`src/rtl/instr_fetch_unit.sv`:
```
// instr_fetch_unit
// Fetch initiator for a 16x8 program ROM. Drives the ROM address from the
// program counter, holds rom_read_en for SETTLE_CYCLES cycles, captures the
// returned byte into the instruction register and offers it to the control
// unit as opcode/operand.
//
// Handshake: instr_valid is high while an instruction is held. The control
// unit consumes it by raising instr_ack for one cycle while instr_valid=1.
// opcode/operand stay stable from the rise of instr_valid until the ack edge.
// jump_en/jump_addr are meaningful only together with that ack.
//
// Ports:
//   clk, rst_n            clock (rising edge), asynchronous active-low reset
//   start                 begin fetching from pc (sampled only in IDLE)
//   rom_address[3:0]      ROM address, always equal to pc
//   rom_read_en           ROM output enable, high only while fetching
//   rom_data[7:0]         ROM data bus (may float when rom_read_en=0)
//   instr_valid           opcode/operand hold a fetched instruction
//   opcode[3:0]           IR[7:4]
//   operand[3:0]          IR[3:0]
//   instr_ack             control unit consumes the instruction
//   jump_en, jump_addr    with instr_ack, load pc from jump_addr
//   pc[3:0]               program counter
//   halted                halt opcode acknowledged, fetching stopped
//   o_dbg_state[1:0]      FSM state (0 IDLE, 1 FETCH, 2 VALID, 3 HALTED)
module instr_fetch_unit #(
  parameter int          SETTLE_CYCLES = 1,
  parameter logic [3:0]  HALT_OPCODE   = 4'hF
) (
  input  logic       clk,
  input  logic       rst_n,
  input  logic       start,
  output logic [3:0] rom_address,
  output logic       rom_read_en,
  input  logic [7:0] rom_data,
  output logic       instr_valid,
  output logic [3:0] opcode,
  output logic [3:0] operand,
  input  logic       instr_ack,
  input  logic       jump_en,
  input  logic [3:0] jump_addr,
  output logic [3:0] pc,
  output logic       halted,
  output logic [1:0] o_dbg_state
);

  typedef enum logic [1:0] {
    S_IDLE   = 2'd0,
    S_FETCH  = 2'd1,
    S_VALID  = 2'd2,
    S_HALTED = 2'd3
  } state_t;

  // Counter value on the last settle cycle; 3 bits cover the legal 1..7 range.
  localparam logic [2:0] LP_LAST = 3'(SETTLE_CYCLES - 1);

  state_t     r_state;
  state_t     w_next;
  logic [3:0] r_pc;
  logic [7:0] r_ir;
  logic [2:0] r_cnt;
  logic       w_settled;
  logic       w_is_halt;

  assign w_settled = (r_cnt == LP_LAST);
  assign w_is_halt = (r_ir[7:4] == HALT_OPCODE);

  always_comb begin
    w_next = r_state;
    case (r_state)
      S_IDLE:   if (start) w_next = S_FETCH;
      S_FETCH:  if (w_settled) w_next = S_VALID;
      S_VALID:  if (instr_ack) w_next = w_is_halt ? S_HALTED : S_FETCH;
      S_HALTED: w_next = S_HALTED;
      default:  w_next = S_IDLE;
    endcase
  end

  always_ff @(posedge clk or negedge rst_n) begin
    if (!rst_n) r_state <= S_IDLE;
    else        r_state <= w_next;
  end

  // Datapath. pc is incremented at capture time, so a plain ack simply
  // starts the next fetch; a jump overrides it. A halt ack leaves pc alone.
  always_ff @(posedge clk or negedge rst_n) begin
    if (!rst_n) begin
      r_pc  <= 4'h0;
      r_ir  <= 8'h00;
      r_cnt <= 3'd0;
    end else begin
      case (r_state)
        S_FETCH: begin
          r_cnt <= r_cnt + 3'd1;
          if (w_settled) begin
            r_ir  <= rom_data;
            r_pc  <= r_pc + 4'd1;
            r_cnt <= 3'd0;
          end
        end
        S_VALID: begin
          r_cnt <= 3'd0;
          if (instr_ack && !w_is_halt && jump_en) r_pc <= jump_addr;
        end
        default: r_cnt <= 3'd0;
      endcase
    end
  end

  assign rom_address = r_pc;
  assign pc          = r_pc;
  assign opcode      = r_ir[7:4];
  assign operand     = r_ir[3:0];
  assign rom_read_en = (r_state == S_FETCH);
  assign instr_valid = (r_state == S_VALID);
  assign halted      = (r_state == S_HALTED);
  assign o_dbg_state = r_state;

endmodule

```
`config.mk`:
```
export PLATFORM = sky130hd
export DESIGN_NAME = instr_fetch_unit
export DESIGN_NICKNAME = d
export VERILOG_FILES = /design/src/rtl/instr_fetch_unit.sv
export SDC_FILE = /design/constraint.sdc
export NUM_CORES = 1
export LEC_CHECK = 0
export CORE_MARGIN = 2
export CORE_UTILIZATION = 44
export CTS_CLUSTER_DIAMETER = 60
export DETAILED_ROUTE_END_ITERATION = 12
export PLACE_DENSITY = 0.92
export SYNTH_ARGS = -nofsm -noshare
export SYNTH_HDL_FRONTEND = slang
export SYNTH_SLANG_ARGS = --single-unit
```
`constraint.sdc`:
```
create_clock -name clk -period 4.3 [get_ports clk]
set_input_delay 0.645 -clock clk [delete_from_list [all_inputs] [get_ports clk]]
set_output_delay 0.645 -clock clk [all_outputs]
set_load 0.01 [all_outputs]
```
==> run metrics, run 1 <==
outcome finished clean; first-pass GRT wire length around 3.2 mm; Area contributors post-synth dfrtp_1 (49%), mux2_4 (6.9%), mux2_2 (5.2%), ha_1 (4.3%), buf_4 (3.4%); slowest CP cell clkdlybuf4s50_1; Final #Nets approximately 130; Slew Limit Fails 0; initial core utilization a little under half; 1st-iter DRT viols 8; most frequent cells in the layout clkdlybuf4s50_1 (37), dfrtp_1 (17), inv_1 (7); Crit path required time approximately 3.7 ns; reg2reg end pc[3]$_DFFE_PN0P_; RePlAce Congestion ~0.68; Num CTS Buffers 3; worst path arrival time 1.57 ns; Clk pin slew, worst setup/hold paths approximately 0.090 ns; f_max around 0.45 GHz; hold buffer count at CTS 0; Vias ~700; CTS tree yes; Setup violations, final 0; Synth top area share between 40% and 50%; actual slew at the worst max-slew pin a little under 0.8 ns; I/O pins 38; Int Pwr 209 uW; Post-CTS Setup Inserts 0; Leakage about 0.00056 uW; Via density just over 5; synthesized cell area roughly 870 um^2; hpwl dp between 1 and 1.5 mm; GRT overflow 0; post-CTS sizing 0; total global-route track usage 17.2%; Worst-Skew Late Latency 0.28 ns; share of layout cells above drive strength 1 between 10% and 20%; CP endpoint rom_read_en; Logic pwr share 7.7%; root buffer cell clkbuf_4; Flop pwr share between 60% and 70%; drt first pass iters 4; critical path type reg -> out; H-tree level count 1; crit path capture type output port; DRC 0; DR WL/cell approximately 14 um; register area share after synthesis roughly half; Net Sw Frac 19.7%; Startpoint Class flop; Area Overhead vs Synth 42.3%; ANT cells 0; M1 GR Usage 17.8%; Die Wd 48.5 um; Placed Cells 131; met2 Usage GRT about a third; IO Port Bufs 37; Final Non-Filler Cells between 100 and 150; initial antenna violation count 0; Final Hold Viols 0; final WL approximately 1.8 mm; Worst Path Buf+Inv 2; Post-Syn Area per Cell roughly 12 um^2; CP cell instances inv_1 -> nor2_1 -> clkdlybuf4s50_1; Core Area 0.00192 mm^2; Crit path max-delay family buffers and inverters; largest net degree at the start of global routing 18; Max transition margin 48.3%; crit path from o_dbg_state[0]$_DFFE_PN0P_; VDD IR max 0.000154 V; CP Max Fanout 6; leading area contributor after synthesis dfrtp_1; worst r2r src r_cnt[0]$_DFF_PN0_; net switching power approximately 51 uW; maximum clock path buffer count 2; GR peak layer met2; Sink Count 17; height of the die between 40 and 50 um; RSZ-0062 raised after global routing no; R2R depth 6; die area around 0.0024 mm^2; yosys warns 0; reg-to-reg setup timing slack about 2.3 ns; Post-Syn Instances 73; clk_skew roughly 0.0067 ns; crit-path max cell delay roughly 0.57 ns; part of the cycle the worst path needs a little over 50%; max-cap check violation count 0; Netlist cell types 28; vias in the first global route between 700 and 800; Core Rows 16; crit path time final ~2.2 ns; Pwr Density 210 mW/mm^2; clock network fraction of design power 31.0%; synthesized flop and latch total 17; ANT nets after route 0; leading cell type in the layout, fill and taps excluded clkdlybuf4s50_1; met3 usage under 10%; Synthesized Nets 93; HP Class reg -> reg; Fin Setup TNS 0 ns; critical path depth in cells 3
metal layers:
| metal | part of all wire, % | routed length [um] |
|---|---|---|
| met1 | 37 | 673 |
| met2 | 56 | 1030 |
| met3 | 5.7 | 104 |
| met4 | 1.0 | 19 |
| met5 | 0 | 0 |
state kept, by name, summed over array words and instances, names as in the netlist:
register	count
o_dbg_state	2
r_ir	8
pc	4
r_cnt	3
Yosys cell counts:
cell,instances
nand2b_1,1
nand3_1,1
o21ai_0,3
a31oi_1,2
and4bb_1,1
mux2_4,4
buf_6,1
inv_1,7
a21oi_1,3
nor2_1,4
nand4_1,2
nand2_1,2
ha_1,3
nor3_1,1
nor3b_1,1
mux2i_1,2
mux2_2,4
o221ai_1,1
a2111oi_0,1
buf_4,4
nand4_4,1
dfrtp_1,17
o32ai_1,1
buf_12,1
and3_1,2
o22ai_1,1
a211oi_1,1
and2b_2,1
worst min path at each step:
stage                   startpoint                         end  slack (ns)  cells past startpoint
2_1_floorplan                rst_n  o_dbg_state[0]$_DFFE_PN0P_        0.35                      0
3_3_place_gp   r_ir[0]$_DFFE_PN0P_         r_ir[0]$_DFFE_PN0P_        0.49                      1
3_5_place_dp   r_ir[1]$_DFFE_PN0P_         r_ir[1]$_DFFE_PN0P_        0.51                      1
4_1_cts        r_ir[2]$_DFFE_PN0P_         r_ir[2]$_DFFE_PN0P_        0.53                      1
5_1_grt        r_ir[0]$_DFFE_PN0P_         r_ir[0]$_DFFE_PN0P_        0.55                      1
6_report       r_ir[0]$_DFFE_PN0P_         r_ir[0]$_DFFE_PN0P_        0.52                      1
power groups by stage:
stage / sequential, uW / combinational [uW] / clock [uW]
after global placement: 163 / 20.0 / 0
final: 160 / 20.1 / 80.6
after floorplan: 163 / 1.37 / 0
after detailed placement: 163 / 20.3 / 0
after global routing: 160 / 22.0 / 90.6
after CTS: 160 / 20.5 / 84.7
logic make-up after synthesis:
| logic type | share of synthesized area [%] |
|---|---|
| compound gates | 9.47 |
| fa+ha+maj | 4.30 |
| buf+inv | 10.0 |
| flops | 48.8 |
| mux | 14.3 |
| simple gates | 13.1 |
area by class of cell:
class	count	area, um^2
Timing Repair Buffer	37	370
Fill cell	171	681
Clock buffer	4	26.3
Multi-Input combinational cell	43	359
Inverter	7	26.3
Tap cell	27	33.8
Sequential cell	17	425
worst register-to-register path, cell delays in order, from the launching register on:
cell      delay, ns
dfrtp_1        0.40
inv_1          0.08
ha_1           0.18
and4bb_1       0.69
nand4_1        0.23
o32ai_1        0.25
a31oi_1        0.08
stage by stage:
step	worst slack (ns)	util (%)	cell area (um^2)	hold slack, ns	power [uW]
3_5_place_dp	2.28	63.2	1210	0.507	183
4_1_cts	2.08	64.6	1240	0.531	265
5_1_grt	1.96	64.6	1240	0.550	272
3_3_place_gp	2.36	63.2	1210	0.491	183
2_1_floorplan	2.86	-	872	0.349	164
6_report	2.08	64.6	1240	0.524	261
(Power assumes the default switching activity.)
==> run 2, diff against run 1 <==
--- a/config.mk
+++ b/config.mk
@@ -6,10 +6,10 @@
 export NUM_CORES = 1
 export LEC_CHECK = 0
 export CORE_MARGIN = 2
-export CORE_UTILIZATION = 44
+export CORE_UTILIZATION = 37
 export CTS_CLUSTER_DIAMETER = 60
 export DETAILED_ROUTE_END_ITERATION = 12
-export PLACE_DENSITY = 0.92
+export PLACE_DENSITY = 0.84
 export SYNTH_ARGS = -nofsm -noshare
 export SYNTH_HDL_FRONTEND = slang
 export SYNTH_SLANG_ARGS = --single-unit
==> constraint.sdc (replaced) <==
create_clock -name clk -period 1.95 [get_ports clk]
set_input_delay 0.2925 -clock clk [delete_from_list [all_inputs] [get_ports clk]]
set_output_delay 0.2925 -clock clk [all_outputs]
set_load 0.01 [all_outputs]
==> run 2 against run 1 <==
Compared with the run above:
- first-iteration DRC count up 75%
- total power increased by 120%
- sequential cell count unchanged
- clock skew down 0.0051 ns
- die area rose by 17%
- register-to-register slack worse by 2.1 ns
- via count down 0.29%
- clock power increased by 120%
- clock-buffer cell count is 1 lower
- combinational power rose by 140%
- critical endpoint unchanged
==> run metrics, run 2 (synthesis results as in run 1) <==
Core Area around 0.0022 mm^2; H-tree level count 1; clock network fraction of design power between 30% and 40%; HP Class in -> async; Sink Count 17; max reg flops 8; ANT cells 0; max-cap check violation count 0; leading cell type in the layout, fill and taps excluded clkdlybuf4s50_1; final WL approximately 1.9 mm; RSZ-0062 raised after global routing no; vias in the first global route approximately 660; Startpoint Class flop; Via density 4.94; ANT nets after route 0; Max transition margin 72.2%; 1st-iter DRT viols 14; Area Overhead vs Synth 46.6%; Worst-Skew Late Latency ~0.28 ns; Pwr Density approximately 450 mW/mm^2; share of layout cells above drive strength 1 17.9%; Final Hold Viols 0; DR WL/cell about 13 um; Num CTS Buffers 3; critical path type reg -> out; crit path time final between 1.5 and 2 ns; Setup violations, final 0; die area around 0.0028 mm^2; part of the cycle the worst path needs approximately 94%; initial antenna violation count 0; IO Port Bufs 37; CP Max Fanout 6; Core Rows 17; DRC 0; worst r2r src r_cnt[0]$_DFF_PN0_; Leakage 0.000602 uW; clk_skew ~0.0016 ns; VDD IR max approximately 0.00027 V; setup ws final 0.127 ns; R2R depth 5; CP endpoint rom_read_en; crit path from o_dbg_state[0]$_DFFE_PN0P_; Logic pwr share between 8 and 9%; total global-route track usage between 10 and 15%; RePlAce Congestion between 0.7 and 0.8; initial core utilization 39.4%; Clk pin slew, worst setup/hold paths roughly 0.10 ns; Tot Pwr approximately 580 uW; Slew Limit Fails 0; hpwl dp between 1 and 1.5 mm; hold buffer count at CTS 0; first-pass GRT wire length approximately 2.9 mm; Biggest register r_ir; drt first pass iters 4; root buffer cell clkbuf_4; most frequent cells in the layout clkdlybuf4s50_1 (36), dfrtp_1 (15), inv_1 (7); worst path arrival time 1.53 ns; maximum clock path buffer count 2; reg2reg end r_ir[1]$_DFFE_PN0P_; Flop pwr share between 60% and 70%; Crit path required time 1.66 ns; reg-to-reg setup timing slack roughly 0.22 ns; f_max ~0.55 GHz; largest net degree at the start of global routing 18; net switching power 121 uW; outcome finished clean; Fin Setup TNS 0 ns; Die Wd around 53 um; actual slew at the worst max-slew pin 0.406 ns; Vias around 700; crit path capture type output port; height of the die ~53 um; I/O pins 38; Int Pwr ~460 uW; Net Sw Frac a little over a fifth; CTS tree yes; Fillers approximately 210; Final #Nets 133; GRT overflow 0; worst slack, placed between 0.2 and 0.25 ns
## run 2: area by class of cell
cell class | instances | area (um^2) | area share (%)
repair buffers | 41 | 403 | 31.5
multi-input cells | 43 | 359 | 28.1
flip-flops and latches | 17 | 428 | 33.5
clock buffers | 3 | 22.5 | 1.76
clock inverters | 1 | 5.00 | 0.391
well taps | 28 | 35.0 | 2.74
inverters | 7 | 26.3 | 2.05
## run 2: worst max-delay path: stages (launching register included)
cell and delay, ns:
dfrtp_2 0.42, inv_1 0.11, nor2_1 0.16, clkdlybuf4s50_1 0.56
## run 2: stage by stage
step           util (%)  instances  instance area (um^2)  hold WS, ns
2_1_floorplan         -         73                   872     -0.00309
6_report           57.8        140                  1280        0.324
4_1_cts            57.6        140                  1270        0.328
3_3_place_gp       56.3        136                  1250        0.495
5_1_grt            57.8        140                  1280        0.328
3_5_place_dp       56.3        136                  1250        0.496
## run 2: how the worst min path moves through the flow
stage                                            end  depth (start not counted)
after floorplan           o_dbg_state[0]$_DFFE_PN0P_                          0
after global placement           r_ir[3]$_DFFE_PN0P_                          1
after detailed placement         r_ir[3]$_DFFE_PN0P_                          1
after CTS                        r_ir[2]$_DFFE_PN0P_                          2
after global routing             r_ir[0]$_DFFE_PN0P_                          2
final                             r_cnt[1]$_DFF_PN0_                          2
## run 2: timing repair
| item | CTS | global route |
|---|---|---|
| endpoints found under the setup margin | 0 | 2 |
| setup buffers | 0 | 0 |
| gates resized for setup | 0 | 3 |
## run 2: per-layer routing
metal / track usage (%) / share of wire, % / routed length, um
met5: 0 / 0 / 0
met2: 24.6 / 50 / 935
met3: 2.86 / 6.2 / 116
met4: 2.56 / 0 / 0
met1: 18.6 / 44 / 812
## run 2: power by group through the flow
| stage | combinational [uW] | clock (uW) | sequential (uW) |
|---|---|---|---|
| 6_report | 48.0 | 181 | 352 |
| 5_1_grt | 51.7 | 213 | 352 |
| 4_1_cts | 48.8 | 188 | 352 |
| 3_5_place_dp | 48.5 | 0 | 359 |
| 3_3_place_gp | 48.1 | 0 | 359 |
| 2_1_floorplan | 3.02 | 0 | 359 |
==> run 3, diff against run 2 <==
--- a/config.mk
+++ b/config.mk
@@ -8,6 +8,7 @@
 export CORE_MARGIN = 2
 export CORE_UTILIZATION = 37
 export CTS_CLUSTER_DIAMETER = 60
+export CTS_CLUSTER_SIZE = 28
 export DETAILED_ROUTE_END_ITERATION = 12
 export PLACE_DENSITY = 0.84
 export SYNTH_ARGS = -nofsm -noshare
==> results of run 3 <==
The final DEF is identical to that of run 2; final timing and power are the same.
